<file path="src/rtl/spot_finder_pkg.sv">
// Shared constants, capture state encoding and the black-level helper
// for the spot finder front end.
package spot_finder_pkg;

   localparam int KERNEL_PIXELS = 32;
   localparam int PIX_W         = 8;
   localparam int WORD_W        = KERNEL_PIXELS * PIX_W;   // 256
   localparam int ADDR_W        = 14;
   localparam int SLOT_W        = $clog2(KERNEL_PIXELS);   // 5
   localparam int CNT_W         = 16;

   typedef enum logic [2:0] {
      ST_SYNC,
      ST_ARMED,
      ST_CAPTURE,
      ST_START,
      ST_WAIT_LO,
      ST_WAIT_HI
   } cap_state_t;

   // Saturating subtract of the black-level offset; never wraps below zero.
   function automatic logic [PIX_W-1:0] black_sub(input logic [PIX_W-1:0] pix,
                                                  input logic [PIX_W-1:0] lvl);
      return (pix > lvl) ? pix - lvl : '0;
   endfunction

endpackage

</file>
<file path="src/rtl/spot_kernel_packer.sv">
// Packs accepted pixels into a 32-slot kernel word. A completed kernel or a
// pad flush is presented on word/word_valid one cycle later. Slots are
// zeroed after every emitted word, so a flushed partial word carries 0x00
// in its unfilled slots without extra masking.
module spot_kernel_packer
   import spot_finder_pkg::*;
(
   input  logic              clk_in,
   input  logic              reset,
   input  logic              clear,
   input  logic              pix_accept,
   input  logic [PIX_W-1:0]  pix,
   input  logic              pad_flush,
   output logic [SLOT_W-1:0] slot,
   output logic              word_valid,
   output logic [WORD_W-1:0] word
);

   logic [KERNEL_PIXELS-1:0][PIX_W-1:0] slots, slots_nx;
   logic emit;

   assign emit = (pix_accept && slot == SLOT_W'(KERNEL_PIXELS-1)) || pad_flush;

   // Slot contents including the pixel being accepted this cycle.
   always_comb begin
      slots_nx = slots;
      if (pix_accept) slots_nx[slot] = pix;
   end

   // Slot register, slot counter and the one-cycle-latency output word.
   always_ff @(posedge clk_in) begin
      if (reset || clear) begin
         slots      <= '0;
         slot       <= '0;
         word_valid <= 1'b0;
         word       <= '0;
      end else begin
         word_valid <= emit;
         if (emit) begin
            word  <= slots_nx;
            slots <= '0;
            slot  <= '0;
         end else begin
            slots <= slots_nx;
            if (pix_accept) slot <= slot + 1'b1;
         end
      end
   end

endmodule

</file>
<file path="src/rtl/spot_frame_capture.sv">
// Camera frame capture for the spot finder: packs pixels into kernel words,
// writes them linearly to BRAM, measures frame geometry and hands a clean
// frame to the finder via finder_start / analysis_rdy.
// Optional feature: define SPOT_BLACK_LEVEL_EN to subtract BLACK_LEVEL
// (8-bit saturating) from each pixel before packing.
module spot_frame_capture
   import spot_finder_pkg::*;
#(
   parameter int MEM_DEPTH   = 16384,
   parameter int BLACK_LEVEL = 16
) (
   input  logic              clk_in,
   input  logic              reset,
   input  logic [PIX_W-1:0]  pix_in,
   input  logic              pix_valid,
   input  logic              line_valid,
   input  logic              frame_valid,
   input  logic              analysis_rdy,
   output logic              mem_we,
   output logic [ADDR_W-1:0] mem_wr_address,
   output logic [WORD_W-1:0] mem_wr_data,
   output logic [CNT_W-1:0]  cam_kernels_x,
   output logic [CNT_W-1:0]  cam_lines_y,
   output logic              finder_start,
   output logic              capture_busy,
   output logic              frame_error,
   output logic [CNT_W-1:0]  frames_dropped
);

`ifdef SPOT_BLACK_LEVEL_EN
   localparam bit BL_EN = 1'b1;
`else
   localparam bit BL_EN = 1'b0;
`endif
   localparam logic [ADDR_W:0] ADDR_LIMIT = (ADDR_W+1)'(MEM_DEPTH);

   cap_state_t state, state_nx;

   logic              fv_d, lv_d, fv_rise, fv_fall, lv_fall;
   logic [PIX_W-1:0]  pix_store;
   logic              pix_accept, pad_flush, pk_clear;
   logic [SLOT_W-1:0] slot;
   logic              word_valid;
   logic [ADDR_W:0]   addr_cnt;
   logic              ovf_now, line_err, err_now, err_frame, frame_bad, to_start;
   logic [CNT_W-1:0]  line_cnt, line_kern, kx_cur, kx_final, ly_final;

   // Black-level correction folds away to a wire when the feature is off.
   assign pix_store = BL_EN ? black_sub(pix_in, PIX_W'(BLACK_LEVEL)) : pix_in;

   assign fv_rise = frame_valid & ~fv_d;
   assign fv_fall = ~frame_valid & fv_d;
   assign lv_fall = ~line_valid & lv_d;

   assign pix_accept = (state == ST_CAPTURE) & pix_valid & line_valid;
   assign pad_flush  = (state == ST_CAPTURE) & lv_fall & (slot != '0);
   assign pk_clear   = (state == ST_ARMED) & fv_rise;

   // Overflow: the write beyond the last legal address is dropped.
   assign ovf_now   = word_valid & (addr_cnt >= ADDR_LIMIT);
   assign line_err  = (state == ST_CAPTURE) & lv_fall &
                      ((slot != '0) | ((line_cnt != '0) & (line_kern != kx_cur)));
   assign err_now   = ovf_now | line_err;
   assign frame_bad = err_frame | err_now;
   assign to_start  = (state == ST_CAPTURE) & (state_nx == ST_START);

   // Geometry as it stands once a line ending in this cycle is counted.
   assign ly_final = line_cnt + CNT_W'(lv_fall);
   assign kx_final = (lv_fall && line_cnt == '0) ? line_kern : kx_cur;

   assign mem_we         = word_valid & ~ovf_now;
   assign mem_wr_address = addr_cnt[ADDR_W-1:0];

   spot_kernel_packer u_packer (
      .clk_in     (clk_in),
      .reset      (reset),
      .clear      (pk_clear),
      .pix_accept (pix_accept),
      .pix        (pix_store),
      .pad_flush  (pad_flush),
      .slot       (slot),
      .word_valid (word_valid),
      .word       (mem_wr_data)
   );

   // State register.
   always_ff @(posedge clk_in) begin
      if (reset) state <= ST_SYNC;
      else       state <= state_nx;
   end

   // Next-state decode and state-derived outputs.
   always_comb begin
      state_nx     = state;
      finder_start = 1'b0;
      capture_busy = 1'b0;
      case (state)
         ST_SYNC:    if (!frame_valid) state_nx = ST_ARMED;
         ST_ARMED: begin
            capture_busy = 1'b1;
            if (fv_rise) state_nx = ST_CAPTURE;
         end
         ST_CAPTURE: begin
            capture_busy = 1'b1;
            if (fv_fall) state_nx = frame_bad ? ST_SYNC : ST_START;
         end
         ST_START: begin
            capture_busy = 1'b1;
            finder_start = 1'b1;
            state_nx     = ST_WAIT_LO;
         end
         ST_WAIT_LO: if (!analysis_rdy) state_nx = ST_WAIT_HI;
         ST_WAIT_HI: if (analysis_rdy)  state_nx = ST_SYNC;
         default:    state_nx = ST_SYNC;
      endcase
   end

   // Edge detectors and the BRAM address counter.
   always_ff @(posedge clk_in) begin
      if (reset) begin
         fv_d     <= 1'b0;
         lv_d     <= 1'b0;
         addr_cnt <= '0;
      end else begin
         fv_d <= frame_valid;
         lv_d <= line_valid;
         if (pk_clear)                 addr_cnt <= '0;
         else if (word_valid && !ovf_now) addr_cnt <= addr_cnt + 1'b1;
      end
   end

   // Per-frame geometry measurement and the frame's own error flag.
   always_ff @(posedge clk_in) begin
      if (reset || pk_clear) begin
         line_cnt  <= '0;
         line_kern <= '0;
         kx_cur    <= '0;
         err_frame <= 1'b0;
      end else begin
         if (err_now) err_frame <= 1'b1;
         if (state == ST_CAPTURE) begin
            if (pix_accept && slot == '0) line_kern <= line_kern + 1'b1;
            if (lv_fall) begin
               line_kern <= '0;
               line_cnt  <= line_cnt + 1'b1;
               if (line_cnt == '0) kx_cur <= line_kern;
            end
         end
      end
   end

   // Published geometry, sticky error and the dropped-frame counter.
   always_ff @(posedge clk_in) begin
      if (reset) begin
         cam_kernels_x  <= '0;
         cam_lines_y    <= '0;
         frame_error    <= 1'b0;
         frames_dropped <= '0;
      end else begin
         if (to_start) begin
            cam_kernels_x <= kx_final;
            cam_lines_y   <= ly_final;
            frame_error   <= 1'b0;
         end else if (err_now) begin
            frame_error <= 1'b1;
         end
         if ((state == ST_WAIT_LO || state == ST_WAIT_HI) && fv_rise &&
             frames_dropped != '1)
            frames_dropped <= frames_dropped + 1'b1;
      end
   end

endmodule

</file>
<file path="config.mk">
export PLATFORM = sky130hd
export DESIGN_NAME = spot_frame_capture
export DESIGN_NICKNAME = d
export VERILOG_FILES = /design/src/rtl/spot_finder_pkg.sv /design/src/rtl/spot_kernel_packer.sv /design/src/rtl/spot_frame_capture.sv
export SDC_FILE = /design/constraint.sdc
export NUM_CORES = 1
export LEC_CHECK = 0
export ABC_CLOCK_PERIOD_IN_PS = 3330
export CAP_MARGIN = 30
export CORE_MARGIN = 1.5
export CORE_UTILIZATION = 50
export DETAILED_ROUTE_END_ITERATION = 10
export DONT_BUFFER_PORTS = 1
export GPL_ROUTABILITY_DRIVEN = 0
export PLACE_DENSITY = 0.64
export SLEW_MARGIN = 20
export SYNTH_ARGS = -nofsm -noshare
export SYNTH_HDL_FRONTEND = slang
export SYNTH_SLANG_ARGS = --single-unit
</file>
<file path="constraint.sdc">
create_clock -name clk_in -period 3.33 [get_ports clk_in]
set_input_delay 0.1665 -clock clk_in [delete_from_list [all_inputs] [get_ports clk_in]]
set_output_delay 0.1665 -clock clk_in [all_outputs]
set_load 0.01 [all_outputs]
</file>
# Word-level counts from Yosys, hierarchy flattened
# Cells that the tools add are included.
# word_totals
regBits	636
latchBits	0
mem_bits_rw	0
romBits	0
elab_cells	125
n_memories	0
# op_classes
n_addsub	6
n_mul	0
div	0
magnitude_cmp	3
eq_ne	9
shift	0
n_mux	16
bitwise	20
n_reduce_logical	24
# op_table
cell	n
256-bit bitwise mux	1
256-bit two-way mux	1
16-bit by 1-bit adder with 16-bit output (second input constant)	3
16-bit two-way mux	3
8-bit demux with 5-bit select	1
3-bit case mux with 6 select lines	1
16-bit by 1-bit adder with 16-bit output	1
16-bit zero test	1
16-bit != test	1
16-bit != test (second input constant)	1
16-bit nonzero test	1
15-bit by 1-bit adder with 15-bit output (second input constant)	1
15-bit >= comparator (second input constant)	1
3-bit two-way mux	5
1-bit AND	13
3-bit by 2-bit == test with 1-bit output (second input constant)	3
8-bit two-way mux	1
1-bit logical AND	7
3-bit == test (second input constant)	2
5-bit by 6-bit < comparator with 1-bit output (second input constant)	1
2-bit OR reduction	3
5-bit by 1-bit adder with 5-bit output (second input constant)	1
5-bit == test (second input constant)	1
5-bit by 1-bit >= comparator with 1-bit output (second input constant)	1
other kinds (14)	23

# Longest topological paths before layout
# Gate-level depths: netlist of run 1.
# depth
word_depth	12
mapped_depth	10
ltp_nobuf	8

# By module
# A second synthesis of run 1 with hierarchy kept.
# hier_totals
cells_unflattened	3343
area_unflattened_um2	28069.4
# modules_own_cells
mod	n_inst	cells_per_inst	area_each_um2
spot_kernel_packer	1	2631	22068.7
spot_frame_capture	1	712	6000.8

# Least setup slack after synthesis of run 1
# Ideal clock, no wire load.
# synth_path
path_kind	register to register
from	register lv_d
to	register cam_lines_y[10]
setup_ns	0.091
arrival_time_ns	2.375
required_ns	3.239
path_slack_ns	0.864
path_stages_with_launch	10
path_cell_list	dfxtp_1 -> nand2b_1 -> inv_1 -> clkbuf_1 -> clkbuf_1 -> ha_1 -> ha_1 -> nand3_1 -> or3_1 -> a311oi_1
# synth_via
elab_chain_cells	10
# synth_lines
item	line_no	source
start: declaration	spot_frame_capture.sv:39	logic fv_d, lv_d, fv_rise, fv_fall, lv_fall;
start signal: assignment	spot_frame_capture.sv:126	lv_d <= line_valid;
1-bit AND (*)	spot_frame_capture.sv:53	assign lv_fall = ~line_valid & lv_d;
1-bit AND (2 in series)	spot_frame_capture.sv:61	assign line_err = (state == ST_CAPTURE) & lv_fall &
1-bit OR	spot_frame_capture.sv:63	assign err_now = ovf_now | line_err;
1-bit OR	spot_frame_capture.sv:64	assign frame_bad = err_frame | err_now;
2-bit two-way mux	spot_frame_capture.sv:105	if (fv_fall) state_nx = frame_bad ? ST_SYNC : ST_START;
3-bit two-way mux	spot_frame_capture.sv:105	
3-bit case mux with 6 select lines	spot_frame_capture.sv:97	case (state)
3-bit by 2-bit == test with 1-bit output	spot_frame_capture.sv:65	assign to_start = (state == ST_CAPTURE) & (state_nx == ST_START);
1-bit AND	spot_frame_capture.sv:65	
end signal: assignment	spot_frame_capture.sv:162	cam_lines_y <= ly_final;
end: declaration	spot_frame_capture.sv:23	output logic [CNT_W-1:0] cam_lines_y,
# Every way passes the cells marked *; elsewhere a longest branch is shown, timed or not.
# A chain may end at the register's enable or synchronous reset.

# Worst setup path in the final report of run 1
# layout_path
from	register state[1]
to	register u_packer.slots[215] (netlist name)
# layout_via
elab_chain_cells	6
# layout_lines
item	line_no	source
start: declaration	spot_frame_capture.sv:37	cap_state_t state, state_nx;
start signal: assignment	spot_frame_capture.sv:89	else state <= state_nx;
3-bit by 2-bit == test with 1-bit output	spot_frame_capture.sv:55, spot_frame_capture.sv:56	
1-bit AND (2 in series)	spot_frame_capture.sv:55	assign pix_accept = (state == ST_CAPTURE) & pix_valid & line_valid;
1-bit logical AND	spot_kernel_packer.sv:22	assign emit = (pix_accept && slot == SLOT_W'(KERNEL_PIXELS-1)) || pad_flush;
1-bit logical OR	spot_kernel_packer.sv:22	
2-bit OR reduction (no line)	-	
end signal: assignment	spot_kernel_packer.sv:44	slots <= slots_nx;
end: declaration	spot_kernel_packer.sv:19	logic [KERNEL_PIXELS-1:0][PIX_W-1:0] slots, slots_nx;
# Several ways; a longest one is shown, not always the timed one.

==> results of run 1 <==
-- tightest hold or removal path: cells and delay by family --
kind          cells  cell delay [ns]
buf+inv           1             0.16
mux               1             0.18
simple gates      1             0.05
-- sequential cells by signal (all words and copies together), names as in the netlist, 3 cells and up --
signal          cells
frames_dropped     16
u_packer.slot       5
u_packer.word     256
u_packer.slots    256
line_cnt           16
line_kern          16
cam_kernels_x      16
addr_cnt           15
kx_cur             16
cam_lines_y        16
state               3
-- metal layers --
layer | global-route usage, % | vias up | wire length (um) | share of wire [%]
met3 | 9.043 | 87 | 5097 | 8.6
li1 | - | 7938 | - | -
met4 | 7.616 | 0 | 1455 | 2.5
met2 | 41.28 | 432 | 28280 | 48
met5 | 0 | - | 0 | 0
met1 | 30.56 | 7897 | 24550 | 41
-- power by group through the flow --
stage	clock (mW)	combinational (mW)	sequential, mW
after floorplan	0	0.265	7.80
after global placement	0	0.298	7.81
after detailed placement	0	0.303	7.81
after CTS	7.54	0.439	7.64
after global routing	7.85	0.463	7.64
final	7.38	0.434	7.64
-- cells in the final DEF, fill, tap and decap left out, types with 21 or more instances in the layout --
| cell type | instances |
|---|---|
| a211oi_1 | 77 |
| a21oi_1 | 65 |
| buf_4 | 21 |
| clkbuf_16 | 69 |
| dfxtp_1 | 636 |
| mux2i_1 | 259 |
| nand2_1 | 303 |
| nand3_1 | 43 |
| nand4_1 | 24 |
| nor2_1 | 396 |
| o21ai_0 | 171 |
| o21ai_1 | 31 |
| xnor2_1 | 35 |
| xor2_1 | 47 |
-- worst max path at each step --
| stage | endpoint | slack, ns | cells past startpoint |
|---|---|---|---|
| floorplan | cam_lines_y[10]$_SDFFE_PP0P_ | 0.86 | 9 |
| global placement | cam_kernels_x[3]$_SDFFE_PP0P_ | 0.64 | 6 |
| detailed placement | u_packer.slots[189]$_SDFF_PP0_ | 0.74 | 6 |
| CTS | u_packer.slots[215]$_SDFF_PP0_ | 0.53 | 8 |
| global route | u_packer.slots[215]$_SDFF_PP0_ | 0.33 | 8 |
| finish | u_packer.slots[215]$_SDFF_PP0_ | 0.55 | 8 |
-- area by class of cell --
class	instances	area [um2]
clock buffer	96	1988
clock inverter	19	205.2
fill	4020	19630
inverter	10	37.54
multi-input combinational	1570	9256
sequential	636	12730
tap	600	750.7
timing repair buffer	48	680.7
-- what timing repair did --
action | in CTS | in global routing
hold buffers | 16 | 0
resized for setup | 0 | 0
setup endpoints to repair | 0 | 0
endpoints found under the hold margin | 566 | 0
-- per-stage QoR --
stage,hold slack [ns],cell area (um2),instances,power (mW),utilization [%]
finish,0.02902,25650,2979,15.45,56.65
global route,0.03163,25650,2979,15.95,56.65
CTS,0.002653,25650,2979,15.62,56.65
detailed placement,0.2503,23150,2848,8.111,51.13
global placement,0.2430,23150,2848,8.106,51.13
floorplan,0.2947,22880,2400,8.066,-
-- cell families after synthesis --
group           count (synthesis)  synth area share (%)
simple gates                  845                 15.62
fa+ha+maj                      12                0.6563
xor+xnor                       82                 3.139
compound gates                372                 9.533
mux                           259                 11.33
buf+inv                       194                 4.058
flops                         636                 55.66
-- cell usage after synthesis, types with 8 or more instances --
master and number:
dfxtp_1 636, nor2_1 397, nand2_1 304, mux2i_1 259, o21ai_0 171, clkbuf_1 84
a211oi_1 77, a21oi_1 65, buf_2 58, xor2_1 47, nand3_1 43, xnor2_1 35
o21ai_1 31, nand4_1 24, buf_4 23, and3_1 19, a311oi_1 18, ha_1 12
and4_1 10, inv_1 10, and2_1 9, clkbuf_2 9, or3_1 8
==> summary.txt, run 1 <==
Critical path
  – Critical path, cell by cell: nor3b_2 -> buf_4 -> and3_1 -> buf_4 -> nand2_1 -> mux2i_1 -> dlygate4sd3_1 -> nor2_1
  – Top cell by count, worst path: buf_4
  – Setup slack, reg-to-reg: 0.55 ns
  – Worst reg2reg path startpoint: state[1]$_SDFF_PP0_
  – Crit path arrival time: 3.25 ns
  – Worst EP required: 3.80 ns
  – Reg-to-reg endpoint: u_packer.slots[215]$_SDFF_PP0_
  – CP startpoint: state[1]$_SDFF_PP0_
  – Crit-path max FO: 8
  – Worst setup SP type: register
  – Worst path top cell family by delay: buffers and inverters
  – Setup crit end kind: register
  – CP Class: register to register
  – Max incr delay on CP: 0.59 ns
  – CP Buf/Inv Count: 3
  – R2R cell count: 8
  – Critical path's slowest cell: dlygate4sd3_1

Job
  – Number of max-cap violations: 0

Place
  – Dpl hpwl: 36950 um
  – Port Buffer Count: 0
  – Setup slack at placement: 0.7404 ns

GRT
  – Total GRT Usage: 25.04%
  – Largest net degree at the start of global routing: 119
  – First-pass GRT wire length: 92190 um
  – GRT overflow: 0
  – Initial antenna violation count: 0
  – Vias in the first global route: 15900

Logic synthesis
  – Flops & latches, synth: 636
  – Cell Area, Synth: 0.02288 mm2
  – Synth Flop Type: dfxtp_1
  – Net Count, Synth: 2426
  – Avg Inst Size Synth: 9.532 um2
  – Netlist cell types: 55
  – Post-synth top area cell: dfxtp_1
  – Synth Warn #: 0
  – Post-synthesis sequential area ratio: 55.66%
  – Async S/R FF share, synth: 0%
  – Post-synth EDFFs: 0
  – Mapped Cells: 2400
  – Share of the synthesized area in the top cell type: 55.66%
  – Largest cells by area after synthesis: dfxtp_1 56%, mux2i_1 11%, nor2_1 6.5%

Timing
  – RSZ-0062 raised after global routing: no
  – Skew final: 0.01586 ns
  – # setup viols final: 0
  – Fin Setup TNS: 0 ns
  – Final worst-path cycle share: 83.46%
  – Relative slew slack: 41.41%
  – Max Fclk: 359.8 MHz
  – Fin. Hold Viols: 0
  – Slew @ Worst Pin: 0.8770 ns
  – Minimum clock period: 2.779 ns
  – Worst setup margin: 0.5506 ns
  – Max Slew Vio Count: 0

CTS
  – CTS tree: yes
  – CTS Root Cell: clkbuf_16
  – # Post-CTS Setup Buffers: 0
  – Clk_lat worst skew: 0.59 ns
  – Num Clock Sinks: 636
  – Worst-path clk slew: 0.06 ns
  – Max H-tree Level: 3
  – Number of CTS-inserted buffers: 66
  – Clock Path Buffers: 3

Hold path
  – Min-delay src: pix_in[7]
  – Worst min-delay path class: input pin to register
  – Sink of the worst hold path: u_packer.slots[223]$_SDFF_PP0_
  – Min-Delay Path Depth: 3

Route
  – First-pass DRT Iterations: 7
  – Via count: 16350
  – Via density: 5.490
  – Starting DRT DRC Count: 1290
  – Routed WL: 59380 um
  – Post-detailed-route count of antenna-violating nets: 0
  – # DRC: 0
  – WL per Instance: 19.93 um

Floorplanning
  – Total core area: 0.04528 mm2
  – Die Ht: 216.9 um
  – Die width: 216.9 um
  – Initial Utilization: 50.52%
  – Row count: 78
  – Num ports: 336
  – Full die area: 0.04704 mm2

Final layout
  – Layout area overhead: 12.13%
  – Share of layout cells above drive strength 1: 6.894%
  – Nets: 2358
  – Antenna diode count: 0

Power
  – Clk pwr share: 47.7%
  – P_sw: 3.281 mW
  – Cell Pwr Density: 602.4 mW/mm2
  – Switching power share of the total: 21.23%
  – Cell internal pwr: 12.17 mW
  – P_leak: 10.83 nW
  – Combinational fraction of design power: 2.8%
  – Worst ir drop on vdd: 0.4520 mV
  – Sequential Power Share: 49.4%

Status
  – Status: finished clean
(Power assumes the default switching activity.)
==> run 2: changes to the inputs <==
--- a/config.mk
+++ b/config.mk
@@ -5,7 +5,7 @@
 export SDC_FILE = /design/constraint.sdc
 export NUM_CORES = 1
 export LEC_CHECK = 0
-export ABC_CLOCK_PERIOD_IN_PS = 3330
+export ABC_CLOCK_PERIOD_IN_PS = 2600
 export CAP_MARGIN = 30
 export CORE_MARGIN = 1.5
 export CORE_UTILIZATION = 50
==> constraint.sdc (replaced) <==
create_clock -name clk_in -period 2.6 [get_ports clk_in]
set_input_delay 0.13 -clock clk_in [delete_from_list [all_inputs] [get_ports clk_in]]
set_output_delay 0.13 -clock clk_in [all_outputs]
set_load 0.01 [all_outputs]
==> summary.txt, run 2 (same netlist as run 1, synthesis figures left out) <==
Status
  – Status: finished clean

Power
  – Clk pwr share: 46.8%
  – Switching power share of the total: 22.55%
  – P_leak: 10.97 nW
  – Sequential Power Share: 50.2%
  – Combinational fraction of design power: 3.1%
  – Cell internal pwr: 15.11 mW
  – Cell Pwr Density: 753.3 mW/mm2
  – P_sw: 4.398 mW
  – Worst ir drop on vdd: 0.5837 mV

Final layout
  – Final instance area: 0.02589 mm2
  – Antenna diode count: 0
  – Top Registers: u_packer.slots: 256 flops, u_packer.word: 256 flops
  – Layout area overhead: 13.19%
  – Share of layout cells above drive strength 1: 7.778%
  – Nets: 2395
  – Final core utilization: 57.18%
  – Multi-input logic area: 0.009261 mm2
  – Sequential Area: 0.01273 mm2
  – Fill cell count: 3943
  – Most frequent cells in the layout: 636 x dfxtp_1, 396 x nor2_1, 303 x nand2_1, 259 x mux2i_1, 171 x o21ai_0
  – Commonest non-fill, non-tap cell in the layout: dfxtp_1

CTS
  – Worst-path clk slew: 0.06 ns
  – CTS Root Cell: clkbuf_16
  – Clock Path Buffers: 3
  – Number of CTS-inserted buffers: 66
  – Clk_lat worst skew: 0.61 ns
  – Num Clock Sinks: 636
  – Max H-tree Level: 3
  – CTS tree: yes

GRT
  – GRT overflow: 0
  – Vias in the first global route: 16010
  – First-pass GRT wire length: 92290 um
  – Initial antenna violation count: 0
  – Largest net degree at the start of global routing: 115
  – Total GRT Usage: 25.08%

Timing
  – Fin Setup TNS: 0 ns
  – Minimum clock period: 2.439 ns
  – Relative slew slack: 55.72%
  – Hold WS: 0.07972 ns
  – Final worst-path cycle share: 93.81%
  – RSZ-0062 raised after global routing: no
  – # setup viols final: 0
  – Slew @ Worst Pin: 0.6627 ns
  – Max Fclk: 410.0 MHz
  – Skew final: 0.02006 ns
  – Max Slew Vio Count: 0
  – Fin. Hold Viols: 0

Route
  – Post-detailed-route count of antenna-violating nets: 0
  – Via density: 5.465
  – Routed WL: 59800 um
  – First-pass DRT Iterations: 5
  – # DRC: 0
  – Via count: 16490
  – WL per Instance: 19.82 um
  – Starting DRT DRC Count: 1195

Place
  – Dpl hpwl: 37470 um
  – Port Buffer Count: 0
  – Placed cell area: 0.02338 mm2

Critical path
  – CP Buf/Inv Count: 1
  – Critical path's slowest cell: dlygate4sd3_1
  – CP Class: register to register
  – R2R cell count: 7
  – Critical path depth in cells: 7
  – Worst setup SP type: register
  – Crit-path max FO: 8
  – Worst EP required: 3.08 ns
  – Max incr delay on CP: 0.57 ns
  – Crit path arrival time: 2.92 ns
  – Worst path top cell family by delay: compound AO/OA/AOI/OAI gates
  – Critical path, cell by cell: or3b_1 -> a211oi_4 -> a21oi_2 -> o31a_1 -> nand2_1 -> a21oi_1 -> dlygate4sd3_1
  – Setup crit end kind: register

Floorplanning
  – Total core area: 0.04528 mm2
  – Initial Utilization: 50.52%
  – Die width: 216.9 um
  – Num ports: 336
  – Full die area: 0.04704 mm2
  – Row count: 78
  – Die Ht: 216.9 um

Hold path
  – Worst min-delay path class: input pin to register
  – Min-Delay Path Depth: 5

Job
  – Number of max-cap violations: 0
-- run 2: changes by cell type in the layout (fill, tap and decap cells not counted), sizes merged --
cell | previous run | this run
clkbuf | 96 | 94
bufinv | 4 | 1
buf | 41 | 70
clkinv | 12 | 18
dlygate4sd3 | 7 | 15
-- run 2: layer usage --
metal / track usage (%) / part of all wire, % / up-vias
li1: - / - / 8016
met1: 29.92 / 41 / 7951
met2: 41.83 / 48 / 416
met3: 8.945 / 8.0 / 105
met4: 8.519 / 2.9 / 0
met5: 0 / 0 / -
-- run 2: final cells by class --
cell class,instances,area share [%]
Tap cell,600,2.899
Clock inverter,22,0.8746
Clock buffer,94,7.248
Sequential cell,636,49.17
Multi-Input combinational cell,1570,35.77
Inverter,10,0.1450
Timing Repair Buffer,85,3.895
-- run 2: final timing paths --
check	startpoint	end	slack [ns]
min	reset	u_packer.word[170]$_SDFFE_PP0P_	0.08
min reg2reg	u_packer.slots[179]$_SDFF_PP0_	u_packer.slots[179]$_SDFF_PP0_	0.48
max reg2reg	state[1]$_SDFF_PP0_	state[0]$_SDFF_PP0_	0.16
max	state[1]$_SDFF_PP0_	state[0]$_SDFF_PP0_	0.16
-- run 2: what timing repair did --
action | in CTS | in global routing
hold endpoints to repair | 566 | 0
hold buffers | 24 | 0
gates resized for setup | 0 | 1
setup buffers | 0 | 2
setup endpoints to repair | 0 | 87
-- run 2: power groups by stage --
stage	clock network, mW	registers, mW	logic [mW]
after detailed placement	0	10.0	0.411
after CTS	9.30	9.78	0.600
after global placement	0	10.0	0.405
final	9.12	9.78	0.598
after floorplan	0	9.99	0.339
after global routing	9.70	9.78	0.636
-- run 2: stage by stage --
step	total power [mW]	cells	worst slack (ns)
after global routing	20.12	3017	0.02602
after CTS	19.68	3015	0.1131
after detailed placement	10.41	2875	0.1549
after floorplan	10.33	2400	0.1340
final	19.50	3017	0.1610
after global placement	10.40	2875	0.2612
-- run 2: tightest hold or removal path: stages --
cell	delay, ns
a21o_4	0.10
nor2_4	0.06
buf_12	0.18
nand2_1	0.09
o21ai_0	0.06
==> run 3: changes to the inputs <==
--- a/config.mk
+++ b/config.mk
@@ -5,7 +5,7 @@
 export SDC_FILE = /design/constraint.sdc
 export NUM_CORES = 1
 export LEC_CHECK = 0
-export ABC_CLOCK_PERIOD_IN_PS = 2600
+export ABC_CLOCK_PERIOD_IN_PS = 2800
 export CAP_MARGIN = 30
 export CORE_MARGIN = 1.5
 export CORE_UTILIZATION = 50
==> constraint.sdc (replaced) <==
create_clock -name clk_in -period 2.8 [get_ports clk_in]
set_input_delay 0.14 -clock clk_in [delete_from_list [all_inputs] [get_ports clk_in]]
set_output_delay 0.14 -clock clk_in [all_outputs]
set_load 0.01 [all_outputs]
==> summary.txt, run 3 (same netlist as run 1, synthesis figures left out) <==
Power
  – Clk pwr share: 46.5%
  – Cell internal pwr: 14.08 mW
  – Overall Power: 17.98 mW
  – P_leak: 10.82 nW
  – Combinational fraction of design power: 3.0%
  – Switching power share of the total: 21.70%
  – P_sw: 3.901 mW
  – Sequential Power Share: 50.5%
  – Worst ir drop on vdd: 0.6337 mV
  – Cell Pwr Density: 699.7 mW/mm2

Route
  – Via density: 5.478
  – Routed WL: 59920 um
  – Via count: 16420
  – Starting DRT DRC Count: 1100
  – WL per Instance: 19.99 um
  – # DRC: 0
  – First-pass DRT Iterations: 5
  – Post-detailed-route count of antenna-violating nets: 0

CTS
  – Clk_lat worst skew: 0.63 ns
  – Worst-path clk slew: 0.06 ns
  – # Post-CTS Setup Buffers: 0
  – Clock Path Buffers: 3
  – Max H-tree Level: 2
  – CTS Root Cell: clkbuf_16
  – CTS tree: yes
  – Number of CTS-inserted buffers: 61
  – Num Clock Sinks: 636

Timing
  – Fin. Hold Viols: 0
  – Max Fclk: 377.7 MHz
  – Skew final: 0.02002 ns
  – Max Slew Vio Count: 0
  – RSZ-0062 raised after global routing: yes
  – Minimum clock period: 2.647 ns
  – # setup viols final: 0
  – Slew @ Worst Pin: 0.9078 ns
  – Final worst-path cycle share: 94.55%
  – Worst setup margin: 0.1527 ns
  – Fin Setup TNS: 0 ns
  – Relative slew slack: 39.35%

Final layout
  – Final core utilization: 56.73%
  – Antenna diode count: 0
  – Final instance area: 0.02569 mm2
  – Sequential Area: 0.01273 mm2
  – Nets: 2376
  – Share of layout cells above drive strength 1: 7.006%
  – Multi-input logic area: 0.009261 mm2
  – Top Registers: u_packer.slots: 256 flops, u_packer.word: 256 flops
  – Fill cell count: 3931
  – Layout area overhead: 12.31%
  – Most frequent cells in the layout: 636 x dfxtp_1, 396 x nor2_1, 303 x nand2_1, 259 x mux2i_1, 171 x o21ai_0
  – Commonest non-fill, non-tap cell in the layout: dfxtp_1

GRT
  – Initial antenna violation count: 0
  – First-pass GRT wire length: 92150 um
  – Total GRT Usage: 25.00%
  – Largest net degree at the start of global routing: 115
  – GRT overflow: 0
  – Vias in the first global route: 15710

Place
  – Placed cell area: 0.02320 mm2
  – Port Buffer Count: 0
  – Setup slack at placement: 0.2406 ns
  – Dpl hpwl: 37450 um

Floorplanning
  – Row count: 78
  – Total core area: 0.04528 mm2
  – Num ports: 336
  – Die width: 216.9 um
  – Initial Utilization: 50.52%
  – Full die area: 0.04704 mm2
  – Die Ht: 216.9 um

Critical path
  – Crit path arrival time: 3.15 ns
  – Setup slack, reg-to-reg: 0.15 ns
  – Setup crit end kind: register
  – CP Class: register to register
  – Crit-path max FO: 8
  – Worst EP required: 3.31 ns
  – Worst setup SP type: register

Job
  – Number of max-cap violations: 0

Status
  – Status: finished clean

Hold path
  – Worst min-delay path class: input pin to register
-- run 3: changes by cell type in the layout (fill, tap and decap cells not counted), moves of 2 or more --
cell / previous run / this run
bufinv_16: 1 / 6
clkinv_8: 4 / 0
clkinvlp_4: 1 / 3
buf_12: 17 / 11
dlygate4sd3_1: 15 / 21
clkbuf_1: 16 / 11
buf_4: 47 / 32
clkbuf_16: 66 / 61
-- run 3: area by class of cell --
type	instances	share of cell area, %
inverters	10	0.1461
repair buffers	71	3.360
flip-flops and latches	636	49.56
clock buffers	85	6.799
well taps	600	2.922
clock inverters	26	1.164
multi-input cells	1570	36.05
-- run 3: power groups by stage --
stage | registers, mW | logic [mW] | clock network (mW)
after CTS | 9.08 | 0.539 | 8.51
after detailed placement | 9.29 | 0.364 | 0
after global placement | 9.28 | 0.361 | 0
final | 9.09 | 0.535 | 8.36
after global routing | 9.08 | 0.570 | 8.88
after floorplan | 9.28 | 0.315 | 0
-- run 3: final timing paths --
kind                                        startpoint  cells after the start                         endpoint
worst max-delay path               state[1]$_SDFF_PP0_                      6  u_packer.word[243]$_SDFFE_PP0P_
worst max register to register     state[1]$_SDFF_PP0_                      6  u_packer.word[243]$_SDFFE_PP0P_
worst min register to register  kx_cur[0]$_SDFFE_PP0P_                      2           kx_cur[0]$_SDFFE_PP0P_
worst min-delay path                             reset                      5    u_packer.word[8]$_SDFFE_PP0P_
-- run 3: timing repair --
item,4_1_cts,5_1_grt
resized for setup,0,1
endpoints found under the setup margin,0,11
hold endpoints to repair,566,0
hold buffers,30,0
-- run 3: worst max-delay path, cell delays in order, from the launching register on --
cell and delay, ns:
dfxtp_1 0.45, nor3b_4 0.38, and3_1 0.32, nand2_1 0.45, mux2i_1 0.28, dlygate4sd3_1 0.59
o21ai_0 0.07
-- run 3: metal layers --
layer / up-vias / track usage [%] / wire length [um]
li1: 7989 / - / -
met1: 7896 / 30.61 / 24750
met2: 435 / 41.19 / 28280
met3: 104 / 8.162 / 5166
met4: 0 / 8.843 / 1723
met5: - / 0 / 0
-- run 3: stage by stage --
stage,hold slack [ns],instances
floorplan,0.2682,2400
global placement,0.2228,2857
detailed placement,0.2244,2857
CTS,0.04548,2998
global route,0.09374,2998
finish,0.08259,2998
